**src/rtl/display_scheduler.sv**
```systemverilog
// Round-robin scheduler for the four-digit display: rotates over valid 16-bit sources,
// pre-empts for a one-shot alert (only when DISP_SCHED_ALERT_EN is defined), and saturates to 0..9999.
module display_scheduler #(
  parameter int unsigned DWELL      = 4,
  parameter int unsigned ALERT_HOLD = 6
) (
  input  logic        i_clk,
  input  logic        i_rst_n,
  input  logic        i_tick,
  input  logic [2:0]  i_src_valid,
  input  logic [15:0] i_src0_val,
  input  logic [15:0] i_src1_val,
  input  logic [15:0] i_src2_val,
  input  logic        i_alert_req,
  input  logic [15:0] i_alert_val,
  output logic        o_alert_ack,
  output logic [15:0] o_disp_value,
  output logic [1:0]  o_disp_src,
  output logic        o_disp_blank
);

  localparam int unsigned DW = (DWELL > 1) ? $clog2(DWELL) : 1;
  localparam logic [DW-1:0] DWELL_LAST = DW'(DWELL - 1);

  localparam logic [1:0] S_IDLE   = 2'd0;
  localparam logic [1:0] S_ROTATE = 2'd1;

  logic [1:0]    r_state, w_state_nx;
  logic [1:0]    r_cur, w_cur_nx;
  logic [DW-1:0] r_dwell, w_dwell_nx;
  logic          w_accept;
  logic [15:0]   w_src_sel;
  logic [15:0]   w_value_nx;
  logic [1:0]    w_src_nx;
  logic          w_blank_nx;

  function automatic logic [1:0] f_next(input logic [1:0] cur, input logic [2:0] v);
    logic [1:0] n1, n2;
    n1 = (cur == 2'd2) ? 2'd0 : cur + 2'd1;
    n2 = (n1 == 2'd2) ? 2'd0 : n1 + 2'd1;
    if (v[n1])      return n1;
    else if (v[n2]) return n2;
    else            return cur;
  endfunction

  function automatic logic [1:0] f_lowest(input logic [2:0] v);
    if (v[0])      return 2'd0;
    else if (v[1]) return 2'd1;
    else           return 2'd2;
  endfunction

  function automatic logic [15:0] f_sat(input logic [15:0] x);
    return (x > 16'd9999) ? 16'd9999 : x;
  endfunction

`ifdef DISP_SCHED_ALERT_EN
  localparam int unsigned HW = (ALERT_HOLD > 1) ? $clog2(ALERT_HOLD) : 1;
  localparam logic [HW-1:0] HOLD_LAST = HW'(ALERT_HOLD - 1);
  localparam logic [1:0] S_ALERT = 2'd2;

  logic [HW-1:0] r_hold, w_hold_nx;
  logic [15:0]   r_alert_val;
  logic          r_ack;

  assign w_accept    = i_alert_req && (r_state != S_ALERT);
  assign o_alert_ack = r_ack;
`else
  logic w_unused_alert;
  assign w_unused_alert = ^{i_alert_req, i_alert_val, ALERT_HOLD[0]};
  assign w_accept       = 1'b0;
  assign o_alert_ack    = 1'b0;
`endif

  always_comb begin
    case (r_cur)
      2'd0:    w_src_sel = i_src0_val;
      2'd1:    w_src_sel = i_src1_val;
      default: w_src_sel = i_src2_val;
    endcase
  end

  // r_cur is frozen while in ALERT, so it doubles as the saved source index.
  always_comb begin
    w_state_nx = r_state;
    w_cur_nx   = r_cur;
    w_dwell_nx = r_dwell;
`ifdef DISP_SCHED_ALERT_EN
    w_hold_nx  = r_hold;
`endif
    case (r_state)
      S_IDLE: begin
        if (!w_accept && (|i_src_valid)) begin
          w_state_nx = S_ROTATE;
          w_cur_nx   = f_lowest(i_src_valid);
          w_dwell_nx = '0;
        end
      end
      S_ROTATE: begin
        if (w_accept) begin
          w_dwell_nx = r_dwell;
        end else if (!i_src_valid[r_cur]) begin
          w_dwell_nx = '0;
          if (|i_src_valid) w_cur_nx = f_next(r_cur, i_src_valid);
          else              w_state_nx = S_IDLE;
        end else if (i_tick) begin
          if (r_dwell == DWELL_LAST) begin
            w_dwell_nx = '0;
            w_cur_nx   = f_next(r_cur, i_src_valid);
          end else begin
            w_dwell_nx = r_dwell + 1'b1;
          end
        end
      end
`ifdef DISP_SCHED_ALERT_EN
      S_ALERT: begin
        if (i_tick) begin
          if (r_hold == HOLD_LAST) begin
            w_dwell_nx = '0;
            if (|i_src_valid) begin
              w_state_nx = S_ROTATE;
              w_cur_nx   = i_src_valid[r_cur] ? r_cur : f_next(r_cur, i_src_valid);
            end else begin
              w_state_nx = S_IDLE;
            end
          end else begin
            w_hold_nx = r_hold + 1'b1;
          end
        end
      end
`endif
      default: w_state_nx = S_IDLE;
    endcase
`ifdef DISP_SCHED_ALERT_EN
    if (w_accept) begin
      w_state_nx = S_ALERT;
      w_hold_nx  = '0;
    end
`endif
  end

  always_comb begin
    w_value_nx = '0;
    w_src_nx   = '0;
    w_blank_nx = 1'b1;
    case (r_state)
      S_ROTATE: begin
        w_value_nx = f_sat(w_src_sel);
        w_src_nx   = r_cur;
        w_blank_nx = 1'b0;
      end
`ifdef DISP_SCHED_ALERT_EN
      S_ALERT: begin
        w_value_nx = f_sat(r_alert_val);
        w_src_nx   = 2'd3;
        w_blank_nx = 1'b0;
      end
`endif
      default: ;
    endcase
  end

  always_ff @(posedge i_clk or negedge i_rst_n) begin
    if (!i_rst_n) begin
      r_state      <= S_IDLE;
      r_cur        <= '0;
      r_dwell      <= '0;
      o_disp_value <= '0;
      o_disp_src   <= '0;
      o_disp_blank <= 1'b1;
    end else begin
      r_state      <= w_state_nx;
      r_cur        <= w_cur_nx;
      r_dwell      <= w_dwell_nx;
      o_disp_value <= w_value_nx;
      o_disp_src   <= w_src_nx;
      o_disp_blank <= w_blank_nx;
    end
  end

`ifdef DISP_SCHED_ALERT_EN
  always_ff @(posedge i_clk or negedge i_rst_n) begin
    if (!i_rst_n) begin
      r_hold      <= '0;
      r_alert_val <= '0;
      r_ack       <= 1'b0;
    end else begin
      r_hold <= w_hold_nx;
      r_ack  <= w_accept;
      if (w_accept) r_alert_val <= i_alert_val;
    end
  end
`endif

endmodule

```
**config.mk**
```make
export PLATFORM = sky130hd
export DESIGN_NAME = display_scheduler
export DESIGN_NICKNAME = d
export VERILOG_FILES = /design/src/rtl/display_scheduler.sv
export SDC_FILE = /design/constraint.sdc
export NUM_CORES = 1
export LEC_CHECK = 0
export CAP_MARGIN = 5
export CELL_PAD_IN_SITES_DETAIL_PLACEMENT = 1
export CELL_PAD_IN_SITES_GLOBAL_PLACEMENT = 2
export CORE_MARGIN = 3
export CORE_UTILIZATION = 20
export CTS_BUF_LIST = sky130_fd_sc_hd__clkbuf_2 sky130_fd_sc_hd__clkbuf_4 sky130_fd_sc_hd__clkbuf_8
export DETAILED_ROUTE_END_ITERATION = 8
export MAX_ROUTING_LAYER = met4
export PLACE_DENSITY = 0.93
export SYNTH_ARGS = -nofsm -noshare
export SYNTH_HDL_FRONTEND = slang
export SYNTH_SLANG_ARGS = --single-unit
```
**constraint.sdc**
```tcl
create_clock -name i_clk -period 2.6 [get_ports i_clk]
set_input_delay 0.52 -clock i_clk [delete_from_list [all_inputs] [get_ports i_clk]]
set_output_delay 0.52 -clock i_clk [all_outputs]
set_load 0.05 [all_outputs]
```
==> results.md <==
* Power after layout at approximately 0.0023 W
* Hold depth at 1
* Pin count of the biggest net entering global routing at 25
* Synth cell types at 36
* Ant. Diodes at 0
* WHS Endpoint: r_dwell[1]
* Flop-to-flop setup slack at 0.48 ns
* Placed instance area at between 0.002 and 0.0025 sq mm
* Startpoint types: primary input
* Final slew viol count at 0
* GRT Util Overall at a little over a tenth
* Final Skew at between 0.001 and 0.0015 ns
* WS Path Type: in -> reg
* Flop pwr share at roughly 25%
* CP top delay family: buffers and inverters
* CTS tree: yes
* Ports at 91
* Mux cell area share after synthesis at ~22%
* Worst setup EP type: register
* Psw at about 0.0011 W
* Multi-input gate area at approximately 700 sq um
* Final setup margin at 0.4418 ns
* CP max stage delay at 0.62 ns
* Final wirelength at 4.023 mm
* Max_cap viols at 0
* Tcrit/Tclk final at 83.01%
* Worst r2r src: r_cur[1]
* Final core occ at 34.29%
* Grt met1 use at roughly 12%
* H-tree Lvls at 1
* Yosys top cell by area: dfrtp_1
* M2 GR Usage at about a fifth
* Core area at about 0.0065 sq mm
* First-pass GRT wire length at approximately 6 mm
* GRT Max-Usage Layer: met2
* Wire per inst at between 10 and 15 um
* Final setup vio count at 0
* Largest family of logic cells by synthesized area: multiplexers
* Height of the die at roughly 89 um
* Die Width at roughly 89 um
* Clock transition at path regs at 0.08 ns
* Synth Cell Area at 0.001366 sq mm
* Layout area overhead at 63.00%
* PostCTS Resize Cnt at 0
* Most common library cells after synthesis: 23 x dfrtp_1, 17 x nor2_1, 15 x mux2i_1, 14 x a21oi_1, 7 x mux2_2
* Sequential share of the synthesized area at about 44%
* Longest Clk Path Bufs at 2
* CP Data Arrival Time at about 2.3 ns
* Fin crit period at ~2.2 ns
* Worst reg2reg endpoint: o_disp_value[12]
* Met3 Use GR at 1.024%
* Vias in the first global route at around 1,200
* Mapped Cells at about 130
* GPL Wtd Cong at 0.6716
* IO buf count at 72
* Top cell type's share of synthesized area at about 42%
* Total global routing overflow at 0
* # Post-CTS Setup Buffers at 0
* Leakage at between 0.9 and 1 nW
* Synth Area in Compound Gates at roughly an eighth
* Post-route cell area at approximately 0.0022 sq mm
* Fmax at 463.3 MHz
* Worst slew pin tran at around 0.61 ns
* Int Pwr at 0.001250 W
* Initial antenna violation count at 0
* Final ANT Viol Nets at 0
* Synth top area cells: dfrtp_1 42%, mux2i_1 11%, mux2_2 5.8%
* YS warnings at 0
* Number of synthesized flops with an enable pin at 0
* Maximum vdd drop at around 0.00023 V
* Root Buffer: clkbuf_8
* Clk pwr share at between 10 and 15%
* Row cnt at 29
* # DRC at 0
* Synth Area in XOR/XNOR at 0%
* CTS Buf Count at 3
* Post-Synth Adder-Cell Area at ~1.8%
* Mean Syn Cell Area at about 10 sq um
* Dpl ws at 0.1605 ns
* HP Class: reg -> reg
* Cell count of the worst reg-to-reg path at 5
* Initial Util at 21.04%
* Critical path buffer and inverter count at 1
* Clock latency on the worst-skew pair at approximately 0.27 ns
* Crit-path cells: clkdlybuf4s50_1 > mux2i_1 > o22ai_1 > nand2_1 > o221ai_1 > mux2_2
* Final net count at 279
* Vias per cell at 4.355
* # hold bufs at CTS at 0
* TritonRoute pass-1 iters at 4
* Register area at roughly 600 sq um
* Switching part of the total at 46.03%
* Die area at 0.007860 sq mm
* Number of DRC markers in iteration 0 at 49
* Post-DP HPWL at 3.338 mm
* Power per Cell Area at ~1000 mW/mm^2
* Min-delay src: r_dwell[1]
* Share of layout cells above drive strength 1 at about an eighth
* Fillers at 719
* RSZ-0062 raised after global routing: no
* Simple-gate share of the synthesized area at between 10 and 15%
* Setup_tns at 0 ns
* Top FF cell, synth: dfrtp_1
* Synth Register Bits at 24
* Worst slew margin at approximately three fifths
* Clock sink total at 24
* Final hold violation count at 0
* Via count at ~1,200
* Worst Path Required at ~2.8 ns
* Comb pwr share at about 64%
* Async S/R FF share, synth at 100.0%
* Critical Path Slowest Stage Cell: clkdlybuf4s50_1
* Count leader, synth: dfrtp_1
* CP Max Fanout at 8
* Status: finished, final reports clean
[cell usage in the layout, fill, tap and decap left out]
cell type        count
nor3b_1              2
nor4_1               1
o31ai_1              1
a31oi_1              1
o21ba_2              1
mux2i_1             15
a211oi_2             1
nor3b_2              2
conb_1               3
nand4_1              1
a22o_1               2
nand2_1              5
clkbuf_8             4
and2_1               3
dfstp_2              1
nor2_1              17
mux2_2               7
nor2b_1              1
a21oi_1             14
mux2i_4              1
buf_4                6
o22ai_1              2
or4_4                1
o31a_1               1
o21ai_0              3
nor3_1               4
o221ai_1             1
clkdlybuf4s50_1     72
inv_1                3
ha_1                 2
dfrtp_1             23
mux2_4               1
mux2_1               3
[state kept, by name, indices dropped and copies added (netlist names)]
signal and cells:
o_disp_value 16, o_disp_src 2, r_cur 2, r_dwell 2, o_disp_blank 1, r_state 1
[power by group through the flow]
stage	combinational [W]	clock (W)	sequential [W]
after floorplan	0.000650	0	0.000972
after global placement	0.00148	0	0.000579
after detailed placement	0.00150	0	0.000587
after CTS	0.00151	0.000264	0.000581
after global routing	0.00161	0.000279	0.000594
final	0.00148	0.000254	0.000578
[routing by layer]
| metal | wire length, um | vias up |
|---|---|---|
| li1 | - | 607 |
| met1 | 1648 | 575 |
| met2 | 2146 | 41 |
| met3 | 179 | 5 |
| met4 | 49 | 0 |
| met5 | 0 | - |
[cell type report]
class	count	share of cell area (%)
clock buffer	4	2.472
inverter	3	0.5056
multi-input combinational	96	31.29
timing repair buffer	78	34.38
tap	77	4.326
sequential	24	27.02
[worst max path at each step]
| stage | cells after the start | startpoint | slack, ns | end |
|---|---|---|---|---|
| finish | 6 | i_src_valid[1] | 0.44 | r_cur[0] |
| global route | 6 | i_src_valid[1] | 0.30 | r_cur[0] |
| CTS | 6 | i_src_valid[1] | 0.45 | r_cur[0] |
| detailed placement | 6 | i_src_valid[1] | 0.16 | r_cur[0] |
| global placement | 6 | i_src_valid[1] | 0.25 | r_cur[0] |
| floorplan | 6 | i_src_valid[1] | 0.77 | r_cur[0] |
[metrics by stage]
step           cells  hold slack, ns
3_3_place_gp     278          0.4894
6_report         282          0.5315
3_5_place_dp     278          0.5076
5_1_grt          282          0.5795
2_1_floorplan    133          0.2244
4_1_cts          282          0.5298
[worst register-to-register path: cells and delay by family, from the launching register on]
family / cells / cell delay [ns]
AO/OA/AOI/OAI: 2 / 0.58
buffers and inverters: 1 / 0.45
flip-flops: 1 / 0.38
multiplexers: 1 / 0.37
AND/OR/NAND/NOR: 1 / 0.25
[cells by family (layout without fill, tap and decap cells)]
kind of cell               Yosys count  in the layout
AOI/OAI and AO/OA                   27             27
adders and majority gates            2              2
buffers and inverters               13             85
DFF                                 24             24
muxes                               27             27
other                                1              3
and+or+nand+nor                     37             37
Power figures use the tool's default switching activity.
==> edit: new RTL, config.mk and constraints unchanged <==
The option `DISP_SCHED_ALERT_EN` is turned on by a define.
--- a/src/rtl/display_scheduler.sv
+++ b/src/rtl/display_scheduler.sv
@@ -1,5 +1,7 @@
 // Round-robin scheduler for the four-digit display: rotates over valid 16-bit sources,
 // pre-empts for a one-shot alert (only when DISP_SCHED_ALERT_EN is defined), and saturates to 0..9999.
+`define DISP_SCHED_ALERT_EN
+
 module display_scheduler #(
   parameter int unsigned DWELL      = 4,
   parameter int unsigned ALERT_HOLD = 6
Behaviour: not the same (a bounded check fails within 4 cycles, from zero or initial values and one cycle with i_rst_n low).
==> edit against the original RTL <==
Setup slack got worse by 0.034 ns. Non-clock buffer count increased by 20. Global-route usage increased by 1.6 points. Sequential cell count increased by 21. Wire length increased by 110%. Register-to-register slack got worse by 0.07 ns. First-iteration DRC count decreased by 27%. Total power increased by 64%. Combinational power increased by 46%. Clock skew increased by 0.0044 ns. Via count increased by 86%. Critical path depth increased by 1. Area after synthesis increased by 89%. Design area increased by 69%. Critical endpoint unchanged.
==> edit: results (changes against the original RTL) <==
* Max H-tree Level at 2 (+1)
* Maximum vdd drop at 0.345 mV (+50%)
* Top cells by area, synth: dfrtp_1, mux2_2, mux2i_1
* Run status: complete, no violations
* Inserted Clock Buffers at 5 (+2)
* Synth unique cells at 54 (+50%)
* Slowest stage delay, CP at 0.42 ns (-0.20 ns)
* Routability cong. at 0.809 (+20%)
* Hold WS at 0.239 ns (-0.292 ns)
* Total Wirelength at 8390 um (+110%)
* CP delay by family, top: compound AO/OA/AOI/OAI gates
* Routing usage on met2 at 22.0% (+3.3 points)
* Routing usage on met3 at 2.45% (+1.4 points)
* Synthesized instance count at 250 (+91%)
* Vias after detailed routing at 2288 (+86%)
* DP Area at 3680 um2 (+70%)
* Slew margin rel. at 51.9% (-7.5 points)
* Post-synthesis sequential area ratio at 43.7% (-0.33 points)
* Total track usage at 12.1% (+1.6 points)
* PortBufs at 90 (+25%)
* Static Leak at 0.00148 uW (+59%)
* Avg WL per Cell at 16.3 um (+15%)
* PnR worst setup slack at 0.408 ns (-0.0340 ns)
* DP HPWL at 6910 um (+110%)
* Iteration-0 DRC Markers at 36 (-27%)
* Synth top cells by count: dfrtp_1, o21ai_0, nand2_1
* Critical path arrival at 2.37 ns (+0.05 ns)
* Dpl ws at 0.145 ns (-0.0155 ns)
* Vias in the first global route at 2507 (+100%)
* Reg2reg path depth at 7 (+2)
* Share of cells above drive strength 1 at 14.2% (+2.0 points)
* Critical-path top delay cell: dfrtp_1
* Met1 usage in global routing at 14.0% (+1.8 points)
* Synth Area in Adders at 3.40% (+1.6 points)
* Compound-Gate Fraction of Synth Area at 17.7% (+5.3 points)
-- edit: how the worst max path moves through the flow --
stage,end,start,cells after the start
floorplan,r_cur[0],r_state[0],8
global placement,r_cur[0],i_src_valid[1],6
detailed placement,r_cur[0],i_src_valid[1],6
CTS,o_disp_value[0],r_cur[0],5
global route,o_disp_value[2],r_cur[0],5
finish,r_cur[0],r_state[0],7
-- edit: final cells by class --
class,instances,area [um2]
fill,1409,8540
multi-input combinational,188,1360
inverter,7,26.3
tap,168,210
timing repair buffer,98,956
sequential,45,1130
clock buffer,7,90.1
-- edit: metal layers --
| layer | routed length, um | share of wire, % |
|---|---|---|
| met1 | 3540 | 42 |
| met2 | 4480 | 53 |
| met3 | 336 | 4.0 |
| met4 | 26 | 0.31 |
| met5 | 0 | 0 |
-- edit: where the power goes --
group / switching, uW / leakage, uW / total (uW) / internal, uW
sequential: 215 / 0.000564 / 1190 / 978
combinational: 1280 / 0.000871 / 2160 / 875
clock: 226 / 0.0000477 / 447 / 222
